## src/rtl/sparc_ram_arbiter.sv

```systemverilog
// Two-port arbiter owning the SPARC_RAM mov/MOC handshake: round-robin grant,
// alignment check, single outstanding access bounded by a MOC timeout.
module sparc_ram_arbiter #(
  parameter int ADDR_W  = 9,
  parameter int DATA_W  = 32,
  parameter int TIMEOUT = 15
) (
  input  logic              Clk,
  input  logic              Clr,
  input  logic              c_req,
  input  logic              c_rw,
  input  logic [1:0]        c_type,
  input  logic [ADDR_W-1:0] c_addr,
  input  logic [DATA_W-1:0] c_wdata,
  output logic [DATA_W-1:0] c_rdata,
  output logic              c_ack,
  output logic              c_err,
  input  logic              d_req,
  input  logic              d_rw,
  input  logic [1:0]        d_type,
  input  logic [ADDR_W-1:0] d_addr,
  input  logic [DATA_W-1:0] d_wdata,
  output logic [DATA_W-1:0] d_rdata,
  output logic              d_ack,
  output logic              d_err,
  output logic              ram_mov,
  output logic              ram_rw,
  output logic [1:0]        ram_type,
  output logic [ADDR_W-1:0] ram_addr,
  output logic [DATA_W-1:0] ram_wdata,
  input  logic [DATA_W-1:0] ram_rdata,
  input  logic              ram_moc,
  output logic              owner_d
);

  localparam int CNT_W = (TIMEOUT < 2) ? 1 : $clog2(TIMEOUT + 1);

  typedef enum logic [2:0] {
    S_IDLE   = 3'd0,
    S_ACCESS = 3'd1,
    S_DONE   = 3'd2,
    S_ERR    = 3'd3,
    S_DRAIN  = 3'd4
  } state_t;

  // Reserved type and misaligned halfword/word accesses never reach the RAM.
  function automatic logic f_legal(input logic [1:0] t, input logic [1:0] a);
    logic ok;
    case (t)
      2'b00:   ok = 1'b1;
      2'b01:   ok = ~a[0];
      2'b10:   ok = (a == 2'b00);
      default: ok = 1'b0;
    endcase
    return ok;
  endfunction

  function automatic logic [DATA_W-1:0] f_mask(input logic [1:0] t, input logic [DATA_W-1:0] d);
    logic [DATA_W-1:0] m;
    case (t)
      2'b00:   m = {{(DATA_W-8){1'b0}}, 8'hFF};
      2'b01:   m = {{(DATA_W-16){1'b0}}, 16'hFFFF};
      default: m = {DATA_W{1'b1}};
    endcase
    return d & m;
  endfunction

  state_t              r_state;
  state_t              w_next;
  logic                r_rw;
  logic [1:0]          r_type;
  logic [ADDR_W-1:0]   r_addr;
  logic [DATA_W-1:0]   r_wdata;
  logic [DATA_W-1:0]   r_c_rdata;
  logic [DATA_W-1:0]   r_d_rdata;
  logic                r_owner_d;
  logic                r_last_d;
  logic [CNT_W-1:0]    r_cnt;

  logic                w_grant_c;
  logic                w_grant_d;
  logic                w_grant;
  logic [1:0]          w_g_type;
  logic [ADDR_W-1:0]   w_g_addr;
  logic                w_mov;
  logic                w_done;
  logic                w_err;

  // Ties go to whichever port was not served last.
  assign w_grant_c = c_req & (~d_req | r_last_d);
  assign w_grant_d = d_req & (~c_req | ~r_last_d);
  assign w_grant   = w_grant_c | w_grant_d;
  assign w_g_type  = w_grant_d ? d_type : c_type;
  assign w_g_addr  = w_grant_d ? d_addr : c_addr;

  // State register
  always_ff @(posedge Clk or negedge Clr) begin
    if (!Clr) begin
      r_state <= S_IDLE;
    end else begin
      r_state <= w_next;
    end
  end

  // Next-state logic
  always_comb begin
    w_next = r_state;
    case (r_state)
      S_IDLE: begin
        if (w_grant) begin
          w_next = f_legal(w_g_type, w_g_addr[1:0]) ? S_ACCESS : S_ERR;
        end else begin
          w_next = S_IDLE;
        end
      end
      S_ACCESS: begin
        if (ram_moc) begin
          w_next = S_DONE;
        end else if (r_cnt == CNT_W'(TIMEOUT - 1)) begin
          w_next = S_ERR;
        end else begin
          w_next = S_ACCESS;
        end
      end
      S_DONE, S_ERR, S_DRAIN: begin
        w_next = ram_moc ? S_DRAIN : S_IDLE;
      end
      default: w_next = S_IDLE;
    endcase
  end

  // Output decode from the registered state and owner
  always_comb begin
    w_mov  = 1'b0;
    w_done = 1'b0;
    w_err  = 1'b0;
    case (r_state)
      S_ACCESS: w_mov  = 1'b1;
      S_DONE:   w_done = 1'b1;
      S_ERR:    w_err  = 1'b1;
      default: begin
        w_mov  = 1'b0;
        w_done = 1'b0;
        w_err  = 1'b0;
      end
    endcase
  end

  // Request latch, access timer, read-data capture and round-robin history
  always_ff @(posedge Clk or negedge Clr) begin
    if (!Clr) begin
      r_rw      <= 1'b0;
      r_type    <= 2'b00;
      r_addr    <= '0;
      r_wdata   <= '0;
      r_c_rdata <= '0;
      r_d_rdata <= '0;
      r_owner_d <= 1'b0;
      r_last_d  <= 1'b1;
      r_cnt     <= '0;
    end else begin
      if (r_state == S_IDLE && w_grant) begin
        r_rw      <= w_grant_d ? d_rw    : c_rw;
        r_type    <= w_g_type;
        r_addr    <= w_g_addr;
        r_wdata   <= w_grant_d ? d_wdata : c_wdata;
        r_owner_d <= w_grant_d;
        r_last_d  <= w_grant_d;
      end
      r_cnt <= (r_state == S_ACCESS) ? r_cnt + CNT_W'(1) : '0;
      if (r_state == S_ACCESS && ram_moc && r_rw) begin
        if (r_owner_d) begin
          r_d_rdata <= f_mask(r_type, ram_rdata);
        end else begin
          r_c_rdata <= f_mask(r_type, ram_rdata);
        end
      end
    end
  end

  assign ram_mov   = w_mov;
  assign ram_rw    = r_rw;
  assign ram_type  = r_type;
  assign ram_addr  = r_addr;
  assign ram_wdata = r_wdata;
  assign owner_d   = r_owner_d;
  assign c_ack     = w_done & ~r_owner_d;
  assign c_err     = w_err  & ~r_owner_d;
  assign d_ack     = w_done &  r_owner_d;
  assign d_err     = w_err  &  r_owner_d;
  assign c_rdata   = r_c_rdata;
  assign d_rdata   = r_d_rdata;

endmodule

```

## config.mk

```make
export PLATFORM = sky130hd
export DESIGN_NAME = sparc_ram_arbiter
export DESIGN_NICKNAME = d
export VERILOG_FILES = /design/src/rtl/sparc_ram_arbiter.sv
export SDC_FILE = /design/constraint.sdc
export NUM_CORES = 1
export LEC_CHECK = 0
export CAP_MARGIN = 15
export CORE_MARGIN = 8
export CORE_UTILIZATION = 30
export CTS_CLUSTER_DIAMETER = 60
export CTS_CLUSTER_SIZE = 10
export DETAILED_ROUTE_END_ITERATION = 6
export GPL_ROUTABILITY_DRIVEN = 0
export HOLD_SLACK_MARGIN = 0.06
export SETUP_SLACK_MARGIN = 0.05
export SLEW_MARGIN = 20
export SYNTH_ARGS = -nofsm -noshare
export SYNTH_HDL_FRONTEND = slang
export SYNTH_SLANG_ARGS = --single-unit
```

## constraint.sdc

```tcl
create_clock -name Clk -period 1.53 [get_ports Clk]
set_input_delay 0.3825 -clock Clk [delete_from_list [all_inputs] [get_ports Clk]]
set_output_delay 0.3825 -clock Clk [all_outputs]
set_load 0.005 [all_outputs]
```

Word level (Yosys, flattened, before mapping). Cells that the tools add are included.

Flip-flop bits (word level): 117. Bits in latches: 0. Bits in writable memories: 0. Memory bits (read-only): 0. Bits of input ports: 125. Memories: 0.

$add $sub $neg: 1. Multipliers: 0. Divide/modulo/power cells: 0. Order comparisons: 0. Equal/unequal tests: 8. Shift operators: 0. Muxes and demuxes: 22. Bitwise operators: 16. Reduce and logical (&&, ||, !) cells: 10.

Operator list (number): $mux 32 (5); $and 32x32->32 (2); $pmux 32 s2 (1); $mux 2 (5); $mux 9 (1); $pmux 3 s3 (1); $and 1x1->1 (6); $eq 3x2->1 const B (2); $logic_not 2->1 (3); $mux 1 (6); $not 1->1 (5); $add 4x1->4 const B (1); $eq 2x1->1 const B (2); $eq 4x4->1 const B (1); $mux 4 (1); $reduce_and 2->1 (2); $eq 3x1->1 const B (1); $eq 3x3->1 const B (1); $logic_and 1x1->1 (3); $logic_not 3->1 (1); $mux 3 (1); $or 1x1->1 (3); $pmux 1 s3 (1); $reduce_or 3->1 (1); $eq 2x2->1 const B (1).

Logic depth before layout (Yosys ltp).
Depth after elaboration: 11. Mapped depth: 8. Depth with buffers taken out: 6.

Worst setup path after synthesis. No wires, ideal clock.

Kind: flip-flop to flip-flop. Start point: reg r_state[2]. End point: reg r_d_rdata[6] (netlist: d_rdata[6]). Setup time: 0.125 ns. Arrival time: 1.372 ns. Required time: 1.405 ns. Setup slack: 0.033 ns. Cell stages (with the launch flop): 8. Clock period less this slack: 1.497 ns. Path through: dfrtp_1 -> nor2_1 -> nand2_2 -> clkinv_2 -> nand4_2 -> buf_6 -> buf_6 -> mux2_4.

Word-level cells in the longest chain between the ends: 4.

RTL lines: start, declared (line 68) `state_t r_state;`; start signal, assigned (line 101) `r_state <= w_next;`; $eq 3x1->1 (line 171) `if (r_state == S_ACCESS && ram_moc && r_rw) begin`; $logic_and 1x1->1 (2 in a row) (line 171); $reduce_and 2->1 (no line); end signal, assigned (line 173) `r_d_rdata <= f_mask(r_type, ram_rdata);`; end, declared (line 75) `logic [DATA_W-1:0] r_d_rdata;`.

No other way between the ends. A chain may end at the register's enable or synchronous reset.

Worst setup path in the final report.
Start point: reg r_state[2]. End point: reg r_c_rdata[21] (netlist: c_rdata[21]).

Word-level cells in the longest chain between the ends: 4.

RTL lines: $eq 3x1->1 (line 171); $logic_and 1x1->1 (2 in a row) (line 171); $reduce_and 2->1 (no line); end signal, assigned (line 175) `r_c_rdata <= f_mask(r_type, ram_rdata);`; end, declared (line 74) `logic [DATA_W-1:0] r_c_rdata;`.

No other way between the ends.

==> results.sh <==
export IMPL_grt_pass1_wl_um=27500
export IMPL_clk_pin_slew_ps=50
export IMPL_crit_buf_inv=5
export IMPL_dr_first_iter_drc_count=158
export IMPL_dp_hpwl_um=12800
export IMPL_synthesis_area_mm2=0.00490
export IMPL_critical_path_max_stage_delay_ps=410
export IMPL_final_nets=908
export IMPL_worstSkewPairLatency_ps=410
export IMPL_drt_antenna_violating_nets=0
export IMPL_numClockSinks=117
export IMPL_stdcell_count=1009
export IMPL_htree_levels=4
export IMPL_place_area_mm2=0.00784
export IMPL_rsz0062_at_grt="yes"
export IMPL_ys_warnings_count=0
export IMPL_grt_max_degree=67
export IMPL_tritoncts="built"
export IMPL_grt_antenna_before_repair=0
export IMPL_syn_area_per_cell_um2=10.9
export IMPL_critPathTopFamily="buffers and inverters"
export IMPL_cp_max_fo=8
export IMPL_irDropWorstVdd_mv=0.920
export IMPL_cp_end_kind="register"
export IMPL_maxCapViolCount=0
export IMPL_worstMarginPinSlew_ps=402
export IMPL_drc=0
export IMPL_power_total_mw=19.9
export IMPL_violations="negative setup slack"
export IMPL_grt_pass1_vias=4951
export IMPL_fin_crit_ps=1670
export IMPL_clock_skew_ps=8.46
export IMPL_finalCritPeriodShare=1.09
export IMPL_max_freq_mhz=598
export IMPL_wire_per_inst_um=19.1
export IMPL_syn_nets=578
export IMPL_drv_slew=0
export IMPL_cp_cell_sequence="buf_6, nor2_4, nand2_2, clkinv_4, buf_6, nand4b_4, clkbuf_16, buf_8, nand2_2, o21ai_1"
export IMPL_cp_slowest_cell="dfrtp_1"
export IMPL_netlist_cell_type_count=34
export IMPL_stdcell_area_mm2=0.00987
export IMPL_dieWidth_um=144
export IMPL_p_leak_nw=4.43
export IMPL_r2r_slack_ps=-140
export IMPL_tns_ps=-9910
export IMPL_wirelength_um=19300
export IMPL_required_ps=1820
export IMPL_pin_count=239
export IMPL_final_setup_viol_count=114
export IMPL_cp_data_arrival_time_ps=1960
export IMPL_cts_root_buf="clkbuf_16"
export IMPL_rr_startpoint="r_state[2]$_DFF_PN0_"
export IMPL_portBuffers=238
export IMPL_fin_ws_ps=-141
export IMPL_critical_path_class="reg -> reg"
export IMPL_cts_buffers=17
export IMPL_grt_usage=0.176
export IMPL_rows=46
export IMPL_grt_overflow_total=0
export IMPL_vias=4744
export IMPL_start_util=0.307
export IMPL_start_kind="register"
export IMPL_relSlewSlack=0.729
export IMPL_drive_gt1_frac=0.372
export IMPL_syn_inst=451
export IMPL_clockBufferDepth=2
export IMPL_n_fill_cell=1263
export IMPL_die_area_mm2=0.0207
export IMPL_ys_ff_latch=117
export IMPL_first_pass_iters=6
export IMPL_dp_cells=921
export IMPL_status="finished, violations left"
export IMPL_hold_viol=0
export IMPL_antenna_cells=0
export IMPL_yosysSeqAreaShare=0.598
export IMPL_core_area_mm2=0.0159
export IMPL_hold_class="reg -> reg"
export IMPL_area_delta_synth_final_pct=101
export IMPL_die_height_um=144
export IMPL_place_worst_setup_slack_ps=-464
export IMPL_crit_path_start="r_state[2]$_DFF_PN0_"
export IMPL_hp_start="d_rdata[20]$_DFFE_PN0P_"
export IMPL_power_density_mw_per_mm2=2020
export IMPL_avgViaCountPerCell=4.70
## cell type report
cell class                      count  area [um2]  area share
Timing Repair Buffer              340        3560       0.361
Sequential cell                   117        2930       0.297
Multi-Input combinational cell    303        2410       0.244
Tap cell                          216         270      0.0274
Inverter                            2        12.5     0.00127
Clock inverter                     10         225      0.0228
Clock buffer                       21         460      0.0467
## kinds of logic after synthesis
kind of cell               share of synthesized area
and+or+nand+nor                                0.106
DFF                                            0.598
AOI/OAI and AO/OA                              0.116
muxes                                          0.134
buffers and inverters                         0.0368
xor gates and xnor gates                     0.00358
adders and majority gates                    0.00511
## layout by cell type (no fill, tap or decap), drive strengths merged, types with 2 or more instances in the layout
master / count
a21oi: 45
buf: 103
bufinv: 7
clkbuf: 33
clkdlybuf4s15: 55
clkdlybuf4s50: 122
clkinv: 4
dfrtp: 116
dlygate4sd2: 47
ha: 2
mux2: 18
mux2i: 44
nand2: 66
nor2: 52
nor2b: 2
o21a: 2
o21ai: 57
## worst reg2reg max path: stages, from the launching register on
cell,delay [ps]
dfrtp_1,410
buf_6,150
nor2_4,80
nand2_2,80
clkinv_4,60
buf_6,100
nand4b_4,180
clkbuf_16,240
buf_8,140
nand2_2,50
o21ai_1,70
## path summary, 6_finish.rpt
kind / endpoint / cells past startpoint
max reg2reg: c_rdata[21]$_DFFE_PN0P_ / 10
min reg2reg: d_rdata[20]$_DFFE_PN0P_ / 2
max in group asynchronous: r_last_d$_DFFE_PN1P_ / 3
min: d_rdata[20]$_DFFE_PN0P_ / 2
min in group asynchronous: d_rdata[7]$_DFFE_PN0P_ / 3
max: c_rdata[21]$_DFFE_PN0P_ / 10
## repair_timing
action / CTS / global route
resized for setup: 281 / 195
hold endpoints to repair: 116 / 0
gates cloned: 8 / 5
buffers inserted: 11 / 35
pin swaps: 8 / 34
endpoints found under the setup margin: 226 / 184
hold buffers: 1 / 0
## sequential cells by signal, summed over array words and instances, names as in the netlist
| signal | flops |
|---|---|
| r_state | 3 |
| ram_addr | 9 |
| r_cnt | 4 |
| d_rdata | 32 |
| ram_rw | 1 |
| ram_wdata | 32 |
| owner_d | 1 |
| r_last_d | 1 |
| c_rdata | 32 |
| ram_type | 2 |
## stage by stage
step / utilization / hold WS (ps)
after floorplan: - / 86.9
after global placement: 0.492 / 406
after detailed placement: 0.492 / 409
after CTS: 0.565 / 475
after global routing: 0.619 / 505
final: 0.619 / 481
## power breakdown
group          switching [mW]  internal (mW)  leakage [nW]
Clock                    1.38           3.29         0.337
Sequential               1.03           4.58          1.41
Combinational            4.21           5.44          2.68
Total                    6.62           13.3          4.43
## synthesized netlist by cell type
master / count / area (um2)
dfstp_2: 1 / 26.3
nand2_1: 65 / 244
dfrtp_1: 116 / 2900
o22ai_1: 1 / 6.26
a31oi_1: 1 / 6.26
nand4_2: 1 / 12.5
mux2_4: 4 / 60.1
a21boi_1: 1 / 7.51
buf_4: 3 / 22.5
nor3b_1: 1 / 7.51
nand2_2: 1 / 6.26
nor2_1: 52 / 195
mux2_2: 14 / 158
a21oi_1: 45 / 225
buf_6: 4 / 45.0
nand3_1: 1 / 5.00
inv_1: 1 / 3.75
buf_2: 17 / 85.1
ha_1: 2 / 25.0
nor2b_1: 2 / 12.5
nand4b_2: 1 / 15.0
clkinv_2: 1 / 5.00
o21ai_0: 57 / 285
o21bai_1: 1 / 7.51
xnor2_1: 1 / 8.76
o21a_1: 2 / 15.0
mux2i_1: 44 / 440
o221ai_1: 1 / 8.76
and3_1: 1 / 6.26
nor4_1: 1 / 6.26
xor2_1: 1 / 8.76
o2bb2ai_1: 1 / 8.76
clkbuf_1: 5 / 18.8
and3b_1: 1 / 8.76
## layer usage
metal	share of wire	GRT usage	routed length, um	vias up
met1	0.39	0.198	7600	2270
li1	-	-	-	2221
met3	0.088	0.0693	1690	28
met2	0.50	0.292	9540	225
met5	0	0	0	-
met4	0.022	0.0736	433	0
No activity file was read; power rests on OpenSTA's default activity.
